==> src/rtl/axi_rd_arbiter.sv <==
// Two-master AXI3 read-channel arbiter with a single transaction in flight.
// Optional burst-length checker is built when AXI_RD_ARB_CHECK_EN is defined.
module axi_rd_arbiter #(
  parameter int PRIO_M0 = 0
) (
  input  logic        aclk,
  input  logic        areset,
  input  logic [1:0]  m_arvalid,
  output logic [1:0]  m_arready,
  input  logic [63:0] m_araddr,
  input  logic [7:0]  m_arlen,
  input  logic [7:0]  m_arid,
  output logic [1:0]  m_rvalid,
  input  logic [1:0]  m_rready,
  output logic [63:0] m_rdata,
  output logic [3:0]  m_rresp,
  output logic [1:0]  m_rlast,
  output logic        s_arvalid,
  input  logic        s_arready,
  output logic [31:0] s_araddr,
  output logic [3:0]  s_arlen,
  output logic [3:0]  s_arid,
  input  logic        s_rvalid,
  output logic        s_rready,
  input  logic [31:0] s_rdata,
  input  logic [1:0]  s_rresp,
  input  logic        s_rlast,
  output logic        err
);

  localparam logic [1:0] IDLE = 2'd0;
  localparam logic [1:0] ADDR = 2'd1;
  localparam logic [1:0] DATA = 2'd2;

  logic [1:0] state_reg, state_next;
  logic       g_reg, g_next;
  logic       lw_reg, lw_next;
  logic       pick;
  logic       in_addr, in_data;
  logic       ar_hs, r_hs;

  // Round-robin favours the master that did not win last time.
  always_comb begin
    if (PRIO_M0 != 0)      pick = ~m_arvalid[0];
    else if (&m_arvalid)   pick = ~lw_reg;
    else                   pick = m_arvalid[1];
  end

  assign in_addr = (state_reg == ADDR);
  assign in_data = (state_reg == DATA);

  assign s_arvalid = in_addr & m_arvalid[g_reg];
  assign s_araddr  = in_addr ? (g_reg ? m_araddr[63:32] : m_araddr[31:0]) : '0;
  assign s_arlen   = in_addr ? (g_reg ? m_arlen[7:4]    : m_arlen[3:0])   : '0;
  assign s_arid    = in_addr ? (g_reg ? m_arid[7:4]     : m_arid[3:0])    : '0;
  assign s_rready  = in_data & m_rready[g_reg];

  assign ar_hs = s_arvalid & s_arready;
  assign r_hs  = s_rvalid & s_rready;

  generate
    for (genvar gi = 0; gi < 2; gi++) begin : g_route
      logic own;
      assign own                  = (g_reg == 1'(gi));
      assign m_arready[gi]        = in_addr & own & s_arready;
      assign m_rvalid[gi]         = in_data & own & s_rvalid;
      assign m_rdata[32*gi +: 32] = (in_data & own) ? s_rdata : '0;
      assign m_rresp[2*gi +: 2]   = (in_data & own) ? s_rresp : '0;
      assign m_rlast[gi]          = in_data & own & s_rlast;
    end
  endgenerate

  always_comb begin
    state_next = state_reg;
    g_next     = g_reg;
    lw_next    = lw_reg;
    case (state_reg)
      IDLE: if (|m_arvalid) begin
        state_next = ADDR;
        g_next     = pick;
      end
      ADDR: if (ar_hs) state_next = DATA;
      DATA: if (r_hs && s_rlast) begin
        state_next = IDLE;
        lw_next    = g_reg;
      end
      default: state_next = IDLE;
    endcase
  end

  always_ff @(posedge aclk or posedge areset) begin
    if (areset) begin
      state_reg <= IDLE;
      g_reg     <= 1'b0;
      lw_reg    <= 1'b1;
    end else begin
      state_reg <= state_next;
      g_reg     <= g_next;
      lw_reg    <= lw_next;
    end
  end

`ifdef AXI_RD_ARB_CHECK_EN
  logic [3:0] len_reg;
  logic [4:0] beat_reg;
  logic [4:0] beat_inc;
  logic       at_end;
  logic       err_reg;

  // Saturating count so a runaway burst cannot wrap back onto the target.
  assign beat_inc = (&beat_reg) ? beat_reg : beat_reg + 5'd1;
  assign at_end   = (beat_inc == ({1'b0, len_reg} + 5'd1));

  always_ff @(posedge aclk or posedge areset) begin
    if (areset) begin
      len_reg  <= '0;
      beat_reg <= '0;
      err_reg  <= 1'b0;
    end else if (ar_hs) begin
      len_reg  <= s_arlen;
      beat_reg <= '0;
    end else if (r_hs) begin
      beat_reg <= beat_inc;
      if (s_rlast != at_end) err_reg <= 1'b1;
    end
  end

  assign err = err_reg;
`else
  assign err = 1'b0;
`endif

endmodule

==> config.mk <==
export PLATFORM = sky130hd
export DESIGN_NAME = axi_rd_arbiter
export DESIGN_NICKNAME = d
export VERILOG_FILES = /design/src/rtl/axi_rd_arbiter.sv
export SDC_FILE = /design/constraint.sdc
export NUM_CORES = 1
export LEC_CHECK = 0
export CAP_MARGIN = 20
export CORE_AREA = 2 2 94 96
export CTS_CLUSTER_SIZE = 10
export DETAILED_ROUTE_END_ITERATION = 16
export DIE_AREA = 0 0 96 98
export DONT_BUFFER_PORTS = 1
export GPL_ROUTABILITY_DRIVEN = 0
export SYNTH_ARGS = -nofsm -noshare
export SYNTH_HDL_FRONTEND = slang
export SYNTH_SLANG_ARGS = --single-unit
==> constraint.sdc <==
create_clock -name aclk -period 1.45 [get_ports aclk]
set_input_delay 0.145 -clock aclk [delete_from_list [all_inputs] [get_ports aclk]]
set_output_delay 0.145 -clock aclk [all_outputs]
set_load 0.03 [all_outputs]
==> summary.md, run 1 <==
The run finished, with violations left. The final reports fail on negative setup slack. Across the run, the number of max-cap violations was 0.

The final setup slack of the worst path was -246 ps; the required arrival time at the worst endpoint was 1310 ps. The run gives 240 as the number of top-level pins. TritonCTS built the clock tree.

The tools report the share of the yosys chip area belonging to registers as 8.42%. Global routing used 12.6% of the available tracks. After layout, the minimum clock period comes to 1700 ps.

By startpoint and endpoint, the worst setup path is classified as flop to primary output. The net count after synthesis came out at 283. STA puts the critical path data arrival time at 1550 ps. The tools report the number of global-route vias before repair as 1805.

The initial antenna violation count came out at 0. The tools report the cell row count as 34. The proportion of synthesized flip-flops having asynchronous set or reset was 100%; the synthesized flop and latch total was 4. For this run the aggregate overflow at the end of global routing stands at 0.

Timing would allow up to 590 MHz. The area overhead of the layout relative to synthesis came out at 149%. The first global-routing pass estimated 9.16 mm of wire. Dividing total power by cell area gives a power density of 2330 nW/µm².

The top cell type by area accounts for 38.5% of the synthesized area. Yosys instantiated no cell more often than sky130_fd_sc_hd__and2_1. The worst-case setup slack after placement was -39.9 ps. In this run, synthesis inferred 0 flip-flops with an integrated enable.

The register with the most flip-flops in the layout has 2 of them. The critical register-to-register path startpoint is state_reg[0]. The clock-pin slew on the worst setup and hold paths is 30 ps, and the cell count of the worst hold path is 1. CTS placed an instance of sky130_fd_sc_hd__clkbuf_8 at the clock tree root. The via count is 1782, and the number of DRC markers in iteration 0 is 32. In this run the worst path has a maximum fanout of 9. Summing every instance area after synthesis gives 1200 µm².

After detailed routing, the number of vias per cell comes to 4.58. For this run, the post-layout net count is 405. Detailed placement ended at an HPWL of 4.94 mm. The worst register-to-register path has a depth of 5. The clock reaches the later pin of the worst-skew pair after 220 ps. With fillers left out, the area of the finished cells amounts to 3000 µm².

Startpoint of the worst setup timing path: state_reg[0]. Once the floorplan was initialized, standard cells occupied 14.2% of the core. The logs give 7.25 mm for the post-detailed-routing wire length and 35.4% for the core occupancy in the finished layout. For this design the static power due to leakage is 1.46 nW. In this run the standard cell core region covers 8470 µm².

The worst setup path is captured at a primary output. The gate count after technology mapping is 160, and the number of H-tree branching levels is 1. By count the netlist is led by sky130_fd_sc_hd__and2_1 (74), sky130_fd_sc_hd__a22o_1 (41), sky130_fd_sc_hd__buf_2 (8), sky130_fd_sc_hd__buf_4 (5), sky130_fd_sc_hd__buf_6 (5). The number of buffers inserted during clock tree synthesis is 3, and the final hold slack is 56.3 ps. In the final layout, the share of cells above drive strength 1 is 68.3%. The routed wire length per instance was 18.6 µm; the count of unique library cells instantiated by Yosys was 24. The category of the worst setup path launch point is a flop. In this run the remaining antenna-violating nets after routing total 0.

From left edge to right edge, the die measures 96 µm. Port buffering added 0 buffers. The startpoint identified for the worst hold timing path is s_arready.

Setup repair after global routing could not meet its margin everywhere. The dominant register cell in the synthesized netlist was sky130_fd_sc_hd__dfrtp_1. The maximum buffer depth of the clock tree was 2.

Once placement finished, the instance area stood at 2280 µm². By area the synthesized netlist is led by sky130_fd_sc_hd__and2_1 (38%), sky130_fd_sc_hd__a22o_1 (30%), sky130_fd_sc_hd__dfrtp_1 (6.2%). The worst hold path belongs to the class input port to flop. For this run, the number of Yosys warnings is 0.

For the number of diodes added for antenna fixing, the log shows 0. Setup violations remaining at the end of the flow were counted as 114. The final hold violation count was 0. Leading area contributor after synthesis: sky130_fd_sc_hd__and2_1. For the maximum vdd ir drop, the log shows 0.000884 V. The worst clock skew is 4.10 ps, and the height of the die is 98 µm.

For the largest net degree at the start of global routing, the log shows 37. The remaining design rule violation count is 0. The logs give 4 for the number of clock sinks and 9410 µm² for the area of the die. The share of the clock period used by the worst path after layout is 117%, and the count of filler cells inserted in the layout is 832.

The first TritonRoute pass finished after 4 iterations. Summing all multi-input logic gate instances after layout gives 1150 µm². The synthesized area per cell is 7.52 µm², and the sequential cell area is 101 µm². The max-slew violation count is 0.
worst paths after layout:
| path | to | slack, ps |
|---|---|---|
| max | m_rdata[24] | -250 |
| min | state_reg[0] | 60 |
| max reg2reg | lw_reg | -10 |
| min reg2reg | state_reg[0] | 590 |
| max in group asynchronous | lw_reg | 950 |
| min in group asynchronous | state_reg[0] | 260 |
final cells by class:
class,count,share of cell area (%)
Clock buffer,4,1.50
Tap cell,108,4.51
Timing Repair Buffer,135,52.0
Inverter,2,0.250
Multi-Input combinational cell,136,38.4
Sequential cell,4,3.38
cell families (layout without fill, tap and decap cells):
logic type / after synthesis / after routing / synth area share [%]
compound gates: 44 / 44 / 31.8
buf+inv: 20 / 141 / 11.7
flops: 4 / 4 / 8.42
mux: 3 / 3 / 2.70
other cells: 1 / 1 / 0.312
simple gates: 88 / 88 / 45.0
metrics by stage:
stage	total power [mW]	std cells	setup TNS [ps]
floorplan	3.54	160	0
global placement	5.30	375	-17.0
detailed placement	5.37	375	-819
CTS	6.78	386	-22660
global route	7.34	389	-30550
finish	7.00	389	-24360
per-layer routing:
layer	part of all wire [%]	vias up	global-route usage (%)
met5	0	-	0
met4	0.69	0	2.09
met3	8.4	2	1.47
met2	55	142	25.4
met1	36	837	13.8
li1	-	801	-
where the power goes:
part,switching (mW),leakage [nW],internal (mW)
logic,3.38,1.39,3.14
registers,0.0526,0.0461,0.174
clock network,0.0608,0.0228,0.188
total,3.49,1.46,3.50
cells in the final DEF, fill, tap and decap left out, types with 2 or more instances in the layout:
master / n
sky130_fd_sc_hd__buf_6: 77
sky130_fd_sc_hd__buf_4: 40
sky130_fd_sc_hd__clkbuf_16: 2
sky130_fd_sc_hd__buf_12: 11
sky130_fd_sc_hd__a22o_1: 35
sky130_fd_sc_hd__and2_1: 37
sky130_fd_sc_hd__and2_4: 37
sky130_fd_sc_hd__clkbuf_8: 3
sky130_fd_sc_hd__buf_16: 4
sky130_fd_sc_hd__nor2_4: 2
sky130_fd_sc_hd__a22o_4: 6
sky130_fd_sc_hd__nand2_1: 3
sky130_fd_sc_hd__and3_2: 2
sky130_fd_sc_hd__dfrtp_1: 3
worst max-delay path, stage by stage (launching register included):
cell and delay, ps:
sky130_fd_sc_hd__dfrtp_1 390, sky130_fd_sc_hd__buf_6 130, sky130_fd_sc_hd__nand2b_4 150, sky130_fd_sc_hd__nor2_4 110
sky130_fd_sc_hd__buf_6 140, sky130_fd_sc_hd__buf_16 130, sky130_fd_sc_hd__and2_4 140, sky130_fd_sc_hd__buf_6 120
repair_timing:
item                                    in CTS  in global routing
gates resized for setup                     98                 38
hold endpoints to repair                     4                  0
hold buffers                                 1                  0
endpoints found under the setup margin     114                117
setup buffers                                2                  1
cloned                                       4                  3
pin swaps                                   19                  6
(Power assumes the default switching activity.)
==> inputs of run 2 (changes only) <==
Settings changed: CORE_AREA 2 2 94 96 to 2 2 92 94, DIE_AREA 0 0 96 98 to 0 0 94 96, SKIP_LAST_GASP set to 1.
==> run 2 against run 1 <==
Against the previous run:
- the flow still finishes with violations (negative setup slack)
- register-to-register slack better by 40 ps
- final cell count is 1.3% higher
- sequential share of layout area is 0.25 points lower
- non-clock buffer count is 8 higher
- cell area up 7.9%
- setup slack lost 52 ps
- wire length increased by 22%
- global-route usage up 2.6 points
- first-iteration DRC count decreased by 28%
- count of clock-buffer cells in the layout did not move
- die area decreased by 4.1%
- worst hold slack worse by 3.1 ps
- critical endpoint is now m_rdata[38]
- largest cell class unchanged
- highest routed layer unchanged
==> summary.md, run 2 (same netlist as run 1, synthesis figures left out) <==
The run finished, with violations left. The checks that failed: negative setup slack. The worst setup path is of the flop to primary output kind. Clock skew on the completed layout was measured at 4.35 ps. By instance count, the cell type seen most on the critical path is sky130_fd_sc_hd__buf_6. The tools report the largest net degree at the start of global routing as 22. The family of cells with the greatest summed delay on the critical path was buffers and inverters. On the critical path, the stage with the largest delay is an instance of sky130_fd_sc_hd__dfrtp_1. Measured along the x axis, the die boundary spans 94 µm.

After detailed routing, the number of remaining DRC violations is 0. The insertion delay of the later-clocked pin in the worst-skew pair is 220 ps, and the routed wire length per instance is 22.4 µm. The worst setup path is captured at a primary output.

The top cell types in the final layout, fill and taps aside, are sky130_fd_sc_hd__buf_6 (99), sky130_fd_sc_hd__and2_4 (38), sky130_fd_sc_hd__and2_1 (36), sky130_fd_sc_hd__a22o_1 (36), sky130_fd_sc_hd__buf_4 (20). Dividing total power by cell area gives a power density of 2290 nW/µm². The worst stage delay on the critical path was 400 ps; the number of buffers inserted during clock tree synthesis was 3. Leading cell type in the layout, fill and taps excluded: sky130_fd_sc_hd__buf_6. The initial utilization of the core area, before any placement, comes to 14.9%. The final setup slack of the worst path is -298 ps, and the count of placed standard cells in the final layout, fillers left out is 394. The area growth from synthesis to layout is 169%. The critical path runs through a total of 7 cells. Based on the critical path, the design can be clocked at up to 572 MHz.

For the number of global-route vias before repair, the log shows 1822. Dividing the detail-routed via count by the number of cells gives 4.73. The number of top-level pins came out at 240.

The max capacitance violation total was 0; the worst-case register-to-register setup slack was 30 ps. The floorplan has 33 rows. Buffering stage count on the worst path with inverters included: 4.

In this run the worst setup path begins at state_reg[0]. The final route contains 1864 vias. The wire-length estimate of the detail-placed layout is 5.43 mm. The data arrival time of the worst path was 1600 ps. The root buffer cell was sky130_fd_sc_hd__clkbuf_8. Dividing the final minimum period by the clock period gives 121%. The critical register-to-register path startpoint is g_reg.

The height of the die is 96 µm, and the required arrival time at the worst endpoint is 1310 ps. The die covers 9020 µm². The register with the most flip-flops in the layout has 2 of them. The repair_antennas step left the layout with diodes totalling 0.

Across the VDD grid, the largest voltage drop is 0.000809 V. The signal on the critical path passes through buf_6 -> nand2b_4 -> nor2_4 -> buf_4 -> buf_12 -> and2_1 -> buf_6. The total overflow left after global routing is 0.

Summing all flip-flop and latch instances after layout gives 101 µm². The number of nets in the layout came out at 413. For this block, the routed nets add up to 8.82 mm of wire. No sink is reached through more buffers than the 2 on the longest clock path. The number of H-tree branching levels is 1, and the placeable core region is 8050 µm². The minimum period implied by the final worst setup slack came out at 1750 ps.

The critical path capture point is m_rdata[38]. The detail route stage leaves a number of antenna-violating nets equal to 0. The largest fanout on the critical path was 18.

The cell count of the worst hold path is 1. The initial antenna violation count was 0; the multi-input combinational cell area was 1150 µm². For the number of instances in the placed design, the log shows 371. The worst hold path belongs to the class input port to flop. The count of filler cells inserted in the layout was 786.

The tools report the category of the worst setup path launch point as a flop. Clock-pin slew was measured on the worst setup and hold paths at 40 ps. Setup repair after global routing could not meet its margin everywhere.

The total negative setup slack came out at -26280 ps. The total routing resource utilization after global routing is 15.2%. The run gives 113 as the final number of setup-violating endpoints.

The max-slew violation count is 0, and the number of cells on the worst reg-to-reg path is 4. For the final hold violation count, the log shows 0. The tools report the terminus of the critical flop-to-flop path as lw_reg.

The first-pass GRT wire length is 10.3 mm. For the first-pass iteration count of the detailed router, the log shows 4. In this run the tool buffered the top-level ports with 0 buffer cells.

The post-route netlist has 68.9% of its cells at a drive strength greater than 1. For the number of DRC markers in iteration 0, the log shows 23. TritonCTS built the clock tree. The clock drives 4 sinks.

Summed over all cells, the static leakage comes to 1.54 nW.
run 2: cell count changes in the layout (fill, tap and decap cells not counted), moves of 2 or more:
cell                     delta
sky130_fd_sc_hd__buf_4     -20
sky130_fd_sc_hd__buf_6     +22
sky130_fd_sc_hd__and3_4     +2
sky130_fd_sc_hd__buf_16     +3
sky130_fd_sc_hd__and3_2     -2
run 2: where the power goes:
| group | switching, mW | leakage, nW | total [mW] | internal (mW) |
|---|---|---|---|---|
| sequential | 0.0542 | 0.0461 | 0.228 | 0.174 |
| clock | 0.0595 | 0.0228 | 0.247 | 0.188 |
| combinational | 3.55 | 1.47 | 6.94 | 3.39 |
| total | 3.66 | 1.54 | 7.41 | 3.75 |
run 2: worst min path at each step:
stage | from | to
after detailed placement | areset | state_reg[1]
after CTS | s_arready | state_reg[0]
after global routing | s_arready | state_reg[0]
after floorplan | areset | g_reg
after global placement | areset | g_reg
final | s_arready | state_reg[0]
run 2: area by class of cell:
class	instances	area share (%)
repair buffers	143	55.6
multi-input cells	136	35.6
well taps	105	4.06
flip-flops and latches	4	3.13
clock buffers	4	1.39
inverters	2	0.232
run 2: repair_timing:
| item | CTS | global route |
|---|---|---|
| gates resized for setup | 95 | 70 |
| hold endpoints to repair | 4 | 0 |
| setup buffers | 6 | 0 |
| gates cloned | 8 | 5 |
| endpoints found under the setup margin | 115 | 117 |
| hold buffers | 1 | 0 |
| pin swaps | 9 | 29 |
run 2: stage by stage:
| stage | hold WS (ps) | power [mW] | area (µm²) | worst slack [ps] | util [%] |
|---|---|---|---|---|---|
| 6_report | 53.2 | 7.41 | 3240 | -298 | 40.2 |
| 5_1_grt | 56.4 | 7.69 | 3240 | -346 | 40.2 |
| 4_1_cts | 55.1 | 6.85 | 2910 | -272 | 36.2 |
| 3_5_place_dp | -71.2 | 5.37 | 2270 | -54.9 | 28.2 |
| 3_3_place_gp | -77.3 | 5.33 | 2270 | 4.08 | 28.2 |
| 2_1_floorplan | -89.6 | 3.54 | 1200 | 17.5 | - |
run 2: per-layer routing:
| metal | up-vias | global-route usage [%] | share of wire (%) |
|---|---|---|---|
| li1 | 819 | - | - |
| met1 | 891 | 15.0 | 33 |
| met2 | 146 | 32.7 | 54 |
| met3 | 8 | 3.92 | 10 |
| met4 | 0 | 1.09 | 2.1 |
| met5 | - | 0 | 0 |
